File: config.mk
export PLATFORM = sky130hd
export DESIGN_NAME = leve1_csr_seq
export DESIGN_NICKNAME = d
export VERILOG_FILES = /design/src/rtl/leve1_csr_seq.sv
export SDC_FILE = /design/constraint.sdc
export NUM_CORES = 1
export LEC_CHECK = 0
export ABC_CLOCK_PERIOD_IN_PS = 4900
export CAP_MARGIN = 20
export CELL_PAD_IN_SITES_DETAIL_PLACEMENT = 1
export CELL_PAD_IN_SITES_GLOBAL_PLACEMENT = 2
export CORE_ASPECT_RATIO = 1.4
export CORE_MARGIN = 3
export CORE_UTILIZATION = 27
export DETAILED_ROUTE_END_ITERATION = 6
export GPL_ROUTABILITY_DRIVEN = 0
export GPL_TIMING_DRIVEN = 0
export PLACE_DENSITY = 0.84
export SLEW_MARGIN = 20
export SYNTH_ARGS = -nofsm -noshare
export SYNTH_HDL_FRONTEND = slang
export SYNTH_SLANG_ARGS = --single-unit
export TNS_END_PERCENT = 10
File: constraint.sdc
create_clock -name CLK -period 4.9 [get_ports CLK]
set_input_delay 0.735 -clock CLK [delete_from_list [all_inputs] [get_ports CLK]]
set_output_delay 0.735 -clock CLK [all_outputs]
set_load 0.02 [all_outputs]
File: src/rtl/leve1_csr_seq.sv
// rtl/leve1_csr_seq.sv - Zicsr instruction sequencer in front of the CSR register file.
// Optional privilege check: define LEVE_CSR_PRIV_CHECK_EN.
module leve1_csr_seq #(
  parameter int XLEN = 64
) (
  input  logic            CLK,
  input  logic            RSTn,
  input  logic            REQ_VALID,
  output logic            REQ_READY,
  input  logic [2:0]      REQ_OP,
  input  logic [11:0]     REQ_CSR,
  input  logic [XLEN-1:0] REQ_RS1,
  input  logic [4:0]      REQ_UIMM,
  input  logic            REQ_RD_NZ,
  input  logic [1:0]      MODE,
  output logic [11:0]     CSR_RA,
  input  logic [XLEN-1:0] CSR_RD,
  output logic [1:0]      CSR_WCMD,
  output logic [11:0]     CSR_WA,
  output logic [XLEN-1:0] CSR_WD,
  output logic            RSP_VALID,
  input  logic            RSP_READY,
  output logic [XLEN-1:0] RSP_DATA,
  output logic            RSP_ILLEGAL,
  output logic            RETIRE
);

  typedef enum logic [1:0] {IDLE = 2'd0, READ = 2'd1, WRITE = 2'd2, RESP = 2'd3} state_t;

  localparam logic [1:0] CSR_NONE = 2'd0;
  localparam logic [1:0] CSR_W    = 2'd1;
  localparam logic [1:0] CSR_S    = 2'd2;
  localparam logic [1:0] CSR_C    = 2'd3;

  state_t          state_q, state_d;
  logic [2:0]      op_q, op_d;
  logic [11:0]     csr_q, csr_d;
  logic [XLEN-1:0] operand_q, operand_d;
  logic            wr_en_q, wr_en_d;
  logic            rd_nz_q, rd_nz_d;
  logic [1:0]      mode_q, mode_d;
  logic [XLEN-1:0] rsp_data_q, rsp_data_d;
  logic            rsp_ill_q, rsp_ill_d;

  logic [XLEN-1:0] operand_in;
  logic            wr_en_in;
  logic [XLEN-1:0] new_val;
  logic            priv_fail;
  logic            illegal;

  assign operand_in = REQ_OP[2] ? {{(XLEN-5){1'b0}}, REQ_UIMM} : REQ_RS1;
  // RW/RWI always write; set/clear forms write only when the source field is nonzero.
  assign wr_en_in   = (REQ_OP[1:0] == 2'b01) || (REQ_UIMM != 5'd0);

`ifdef LEVE_CSR_PRIV_CHECK_EN
  assign priv_fail = (csr_q[9:8] > mode_q);
`else
  logic unused_mode;
  assign priv_fail   = 1'b0;
  assign unused_mode = ^mode_q;
`endif

  assign illegal = (op_q[1:0] == 2'b00) || (wr_en_q && (csr_q[11:10] == 2'b11)) || priv_fail;

  always_comb begin
    new_val = operand_q;
    case (op_q[1:0])
      2'b01:   new_val = operand_q;
      2'b10:   new_val = CSR_RD | operand_q;
      default: new_val = CSR_RD & ~operand_q;
    endcase
  end

  always_comb begin
    state_d    = state_q;
    op_d       = op_q;
    csr_d      = csr_q;
    operand_d  = operand_q;
    wr_en_d    = wr_en_q;
    rd_nz_d    = rd_nz_q;
    mode_d     = mode_q;
    rsp_data_d = rsp_data_q;
    rsp_ill_d  = rsp_ill_q;
    REQ_READY  = 1'b0;
    CSR_WCMD   = CSR_NONE;
    CSR_WA     = '0;
    CSR_WD     = '0;
    RSP_VALID  = 1'b0;
    RETIRE     = 1'b0;
    case (state_q)
      IDLE: begin
        REQ_READY = 1'b1;
        if (REQ_VALID) begin
          op_d      = REQ_OP;
          csr_d     = REQ_CSR;
          operand_d = operand_in;
          wr_en_d   = wr_en_in;
          rd_nz_d   = REQ_RD_NZ;
          mode_d    = MODE;
          state_d   = READ;
        end
      end
      READ: state_d = WRITE;
      WRITE: begin
        // CSR_RD carries the old value this cycle; the write is single-cycle.
        if (!illegal && wr_en_q) begin
          case (op_q[1:0])
            2'b01:   CSR_WCMD = CSR_W;
            2'b10:   CSR_WCMD = CSR_S;
            default: CSR_WCMD = CSR_C;
          endcase
          CSR_WA = csr_q;
          CSR_WD = new_val;
        end
        rsp_data_d = rd_nz_q ? CSR_RD : '0;
        rsp_ill_d  = illegal;
        state_d    = RESP;
      end
      RESP: begin
        RSP_VALID = 1'b1;
        if (RSP_READY) begin
          RETIRE  = !rsp_ill_q;
          state_d = IDLE;
        end
      end
      default: state_d = IDLE;
    endcase
  end

  always_ff @(posedge CLK or negedge RSTn) begin
    if (!RSTn) begin
      state_q    <= IDLE;
      op_q       <= '0;
      csr_q      <= '0;
      operand_q  <= '0;
      wr_en_q    <= 1'b0;
      rd_nz_q    <= 1'b0;
      mode_q     <= '0;
      rsp_data_q <= '0;
      rsp_ill_q  <= 1'b0;
    end else begin
      state_q    <= state_d;
      op_q       <= op_d;
      csr_q      <= csr_d;
      operand_q  <= operand_d;
      wr_en_q    <= wr_en_d;
      rd_nz_q    <= rd_nz_d;
      mode_q     <= mode_d;
      rsp_data_q <= rsp_data_d;
      rsp_ill_q  <= rsp_ill_d;
    end
  end

  assign CSR_RA      = csr_q;
  assign RSP_DATA    = rsp_data_q;
  assign RSP_ILLEGAL = rsp_ill_q;

endmodule
==> impl_metrics.csv, run 1 <==
group,metric,value,unit
logic_synthesis,syn_nets,1022,
setup_path,worst-path-max-fanout,10,
logic_synthesis,synth_ff_type,"dfrtp_1",
setup_path,regToRegSetupSlack,2440,ps
logic_synthesis,post_synth_main_area_contributors,"dfrtp_1 (47%), mux2i_1 (8.8%), o21ai_0 (8.2%)",
setup_path,worstSetupPathType,"reg2out",
clock_network,cts.sinks,147,
routing,vias,7421,
logic_synthesis,syn_area,7830,um2
timing,final.setup.worst_slack,982,ps
pwr,p_per_area,660,nW/um2
run,drv_cap,0,
hold_path,hold_path.class,"in2async",
final_layout,layout-drive-gt1-share,0.0876,
placement,io_buffers,309,
clock_network,cts_buffers,17,
setup_path,cp.arrival,3180,ps
setup_path,max_stage_delay,660,ps
grt,grt_pass1_wl,48.7,mm
floorplanning,io_pins,313,
timing,slew_violations,0,
logic_synthesis,synth-seq-cells,147,
final_layout,seq_area,3680,um2
clock_network,cts_setup_buffers,0,
clock_network,cts-root-buf,"clkbuf_16",
setup_path,critPathLaunch,"state_q[0]",
final_layout,fin_nets,1351,
setup_path,cp-endpoint,"CSR_WD[6]",
logic_synthesis,netlist_instances,858,
clock_network,cts_hold_buf,0,
routing,viasPerCell,4.71,
logic_synthesis,synth_top_area_share,0.470,
setup_path,cp-end-kind,"output port",
setup_path,crit_path_start_kind,"flip-flop",
timing,fin_crit_sh,0.800,
floorplanning,start_util,0.275,
floorplanning,die_w,150,um
routing,wl_per_cell,19.7,um
final_layout,fillCellCount,3301,
logic_synthesis,synth_commonest_cells,"dfrtp_1 (147), o21ai_0 (129), inv_1 (70), mux2i_1 (69), nand2_1 (67)",
placement,dp_slack,1340,ps
clock_network,clkLatencyLatePin,430,ps
logic_synthesis,ys_async_sr_fraction,1.00,
timing,hold_viol,0,
timing,whs,317,ps
logic_synthesis,synth.distinct_cells,27,
routing,firstDrtPassIters,4,
routing,drt_iter0_markers,237,
floorplanning,num_rows,73,
setup_path,rr_startpoint,"state_q[0]",
setup_path,r2r_end,"RSP_DATA[58]",
pwr,p_total,0.00802,W
grt,grt_start_max_net_pins,87,
setup_path,required,4160,ps
pwr,leakage,4.86,nW
grt,grt.overflow.total,0,
floorplanning,die_h,207,um
clock_network,cts_buffer_depth,2,
setup_path,slowest_stage,"clkdlybuf4s50_1",
logic_synthesis,yosysTopAreaCell,"dfrtp_1",
timing,max_slew_margin,0.502,
floorplanning,core-area,28500,um2
logic_synthesis,syn_area_per_cell,9.12,um2
setup_path,crit_chain,"inv_1, ha_1, nand3b_1, a21o_1, clkbuf_1, nor3_1, clkdlybuf4s50_1",
placement,dp_hpwl,23.7,mm
timing,grt_setup_unrepaired,"false",
run_status,status,"finished, final reports clean",
clock_network,cts_resized,0,
routing,ant_nets,0,
grt,grt_pass1_vias,8337,
logic_synthesis,yosysWarnings,0,
routing,wirelength,31.1,mm
floorplanning,dieArea,31100,um2
grt,antenna_found_initial,4,
routing,drc,0,
logic_synthesis,yosysMostFrequentCell,"dfrtp_1",
pwr,peakVddDrop,0.257,mV
clock_network,htreeDepth,4,
final_layout,area_delta_synth_final,55.1,%
grt,track_usage,0.202,
timing,timing.fmax,255,MHz
timing,worst_slew_pin_slew,747,ps
logic_synthesis,seq_area_frac_synth,0.470,
clock_network,cts_tree,"done",
timing,final-setup-viol-count,0,
setup_path,ff2ff_path_depth,5,
clock_network,cts.clk_slew.worst_paths,60,ps
final_layout,multi_input_area,3560,um2
logic_synthesis,synth-edff-count,0,
timing,clock_skew,6.24,ps
timing,finalCriticalPeriod,3920,ps
-- cell type report --
class,count,share of cell area
antenna,3,0.000619
clock buffer,22,0.0399
multi-input combinational,569,0.294
buffer,72,0.0266
sequential,147,0.303
timing repair buffer,310,0.258
clock inverter,9,0.0184
tap,375,0.0387
inverter,70,0.0216
-- placed cells by master (no fill, tap or decap), drive strengths merged, types with 16 or more instances in the layout --
master / synthesis / layout
dfrtp: 147 / 147
clkbuf: 44 / 66
mux2: 16 / 16
nand3: 64 / 64
nor3: 64 / 64
buf: 28 / 30
clkdlybuf4s50: 0 / 308
a21oi: 66 / 66
inv: 70 / 70
nand2b: 60 / 60
o21ai: 129 / 129
mux2i: 69 / 69
nand2: 67 / 67
-- flip-flops by register name (all words and copies together), names as in the netlist --
register / cells
state_q: 2
rd_nz_q: 1
wr_en_q: 1
operand_q: 64
CSR_RA: 12
RSP_DATA: 64
RSP_ILLEGAL: 1
op_q: 2
-- through the flow --
step	cell area (um2)	cells	util	TNS [ps]
after floorplan	7830	858	-	0
after global placement	11400	1542	0.400	-513660
after detailed placement	11400	1543	0.401	0
after CTS	12100	1574	0.426	0
after global routing	12100	1577	0.426	0
final	12100	1577	0.426	0
-- cells by family (layout without fill, tap and decap cells) --
| logic type | count (synthesis) | count (layout) | share of synthesized area |
|---|---|---|---|
| fa+ha+maj | 9 | 9 | 0.0144 |
| other cells | 0 | 3 | 0 |
| flops | 147 | 147 | 0.470 |
| simple gates | 276 | 276 | 0.201 |
| buf+inv | 142 | 483 | 0.0748 |
| mux | 85 | 85 | 0.111 |
| compound gates | 199 | 199 | 0.128 |
-- worst max-delay path: cells and delay by family (launching register included) --
| kind | cells | cell delay (ps) |
|---|---|---|
| buffers and inverters | 3 | 1060 |
| adder cells (fa/ha/maj) | 1 | 470 |
| AO/OA/AOI/OAI | 1 | 270 |
| flip-flops | 1 | 380 |
| AND/OR/NAND/NOR | 2 | 570 |
-- metal layers --
metal	track usage	part of all wire	wire, um	vias to the layer above
met5	0	0.00042	13	-
met4	0.0584	0.018	558	2
met3	0.0459	0.048	1480	28
met2	0.373	0.55	17000	187
met1	0.228	0.39	12000	3652
li1	-	-	-	3552
-- where the power goes --
part	internal [W]	leakage [nW]	switching, W
sequential	0.00178	1.90	0.000446
combinational	0.00167	2.61	0.00252
clock	0.00106	0.342	0.000537
total	0.00451	4.86	0.00351
-- how the worst min path moves through the flow --
stage	startpoint	to	slack (ps)	cells after the start
after floorplan	RSTn	CSR_RA[0]	440	0
final	RSTn	CSR_RA[8]	320	1
after CTS	RSTn	CSR_RA[8]	340	1
after detailed placement	operand_q[62]	operand_q[62]	500	2
after global routing	RSTn	CSR_RA[6]	360	1
after global placement	operand_q[62]	operand_q[62]	480	2
No activity file was read; power rests on OpenSTA's default activity.
==> run 2, diff against run 1 <==
Settings changed: ABC_CLOCK_PERIOD_IN_PS 4900 to 4000, CORE_UTILIZATION 27 to 25, PLACE_DENSITY 0.84 to 0.79.
Clock period 4.9 ns to 4 ns, I/O delays scaled along.
==> impl_metrics.csv, run 2 (same netlist as run 1, synthesis figures left out) <==
group,metric,value,unit
placement,dp_hpwl,24.4,mm
setup_path,worstSetupPathType,"reg2out",
clock_network,clkLatencyLatePin,450,ps
setup_path,crit_family,"buffers and inverters",
routing,vias,7395,
setup_path,crit_chain,"inv_1, ha_1, buf_2, buf_1, mux2i_1, nor3_1, clkdlybuf4s50_1",
placement,io_buffers,309,
grt,grt.overflow.total,0,
timing,grt_setup_unrepaired,"false",
final_layout,finalNonFillerCells,1593,
routing,drt_iter0_markers,197,
grt,grt_pass1_wl,49.0,mm
routing,ant_nets,0,
timing,finalCriticalPeriod,3750,ps
grt,grt_start_max_net_pins,76,
clock_network,cts_hold_buf,0,
final_layout,layout_commonest_cell,"clkdlybuf4s50_1",
pwr,peakVddDrop,0.329,mV
grt,track_usage,0.192,
clock_network,cts.sinks,147,
floorplanning,die_w,156,um
final_layout,final_cell_mix,"clkdlybuf4s50_1 (308), dfrtp_1 (147), o21ai_0 (129)",
routing,viasPerCell,4.64,
routing,wirelength,32.2,mm
setup_path,slowest_stage,"clkdlybuf4s50_1",
pwr,p_per_area,792,nW/um2
run_status,status,"finished, final reports clean",
timing,clock_skew,13.1,ps
placement,dp.cells,1558,
setup_path,cp.arrival,3150,ps
setup_path,cp.buffers_inverters,4,
clock_network,cts_tree,"done",
final_layout,fin_nets,1351,
grt,antenna_found_initial,4,
setup_path,worst-path-max-fanout,10,
setup_path,required,3400,ps
run,drv_cap,0,
setup_path,ff2ff_path_depth,5,
clock_network,htreeDepth,4,
routing,firstDrtPassIters,4,
final_layout,layout-drive-gt1-share,0.0884,
grt,grt_pass1_vias,8037,
floorplanning,die_h,215,um
setup_path,cp.depth,7,
timing,final-setup-viol-count,0,
clock_network,cts_buffers,17,
floorplanning,core-area,30800,um2
clock_network,cts_buffer_depth,2,
routing,drc,0,
final_layout,area_delta_synth_final,53.6,%
timing,hold_viol,0,
clock_network,cts.clk_slew.worst_paths,60,ps
timing,timing.fmax,267,MHz
setup_path,max_stage_delay,680,ps
timing,max_slew_margin,0.397,
hold_path,hold_path.class,"in2async",
setup_path,crit_path_start_kind,"flip-flop",
timing,worst_slew_pin_slew,905,ps
floorplanning,start_util,0.254,
timing,fin_crit_sh,0.937,
pwr,leakage,4.78,nW
clock_network,cts-root-buf,"clkbuf_16",
floorplanning,num_rows,76,
timing,slew_violations,0,
final_layout,utilization,0.390,
floorplanning,io_pins,313,
routing,wl_per_cell,20.2,um
floorplanning,dieArea,33500,um2
setup_path,cp-end-kind,"output port",
-- run 2: final cells by class --
type / instances / area [um2]
diodes: 4 / 10.0
plain buffers: 72 / 323
clock buffers: 18 / 429
clock inverters: 13 / 139
fillers: 3626 / 18800
inverters: 70 / 263
multi-input cells: 569 / 3570
flip-flops and latches: 147 / 3680
well taps: 390 / 488
repair buffers: 310 / 3130
-- run 2: what timing repair did --
item / in CTS / in global routing
resized for setup: 1 / 0
setup buffers: 0 / 0
setup endpoints to repair: 19 / 0
hold endpoints to repair: 0 / 0
-- run 2: report_power, final --
part | internal (W) | total, W | switching (W)
combinational | 0.00205 | 0.00518 | 0.00313
clock | 0.000912 | 0.00161 | 0.000693
sequential | 0.00218 | 0.00273 | 0.000551
-- run 2: routing by layer --
metal  wire length [um]  vias up  global-route usage  share of wire
li1                   -     3551                   -              -
met1              12800     3627               0.222           0.40
met2              17300      179               0.344           0.54
met3               1290       38              0.0349          0.040
met4                818        0              0.0777          0.025
met5                  0        -                   0              0
-- run 2: final timing paths --
check                              startpoint            end  slack (ps)
min in group CLK                operand_q[62]  operand_q[62]         510
worst max-delay path                  op_q[1]      CSR_WD[3]         250
worst min register to register  operand_q[62]  operand_q[62]         510
worst min-delay path                     RSTn      CSR_RA[5]         100
max in group asynchronous                RSTn   RSP_DATA[37]        3060
worst max register to register     state_q[0]   RSP_DATA[62]        1480
-- run 2: through the flow --
stage          setup WS, ps  power (W)  TNS (ps)  hold WS [ps]  instance area (um2)
6_report                253    0.00952         0          97.5                12000
3_3_place_gp          -4310    0.00789   -629750           480                11400
3_5_place_dp            461    0.00801         0           496                11400
2_1_floorplan          1630    0.00561         0           304                 7830
5_1_grt                37.7     0.0102         0           140                12000
4_1_cts                 187    0.00967         0           129                12000
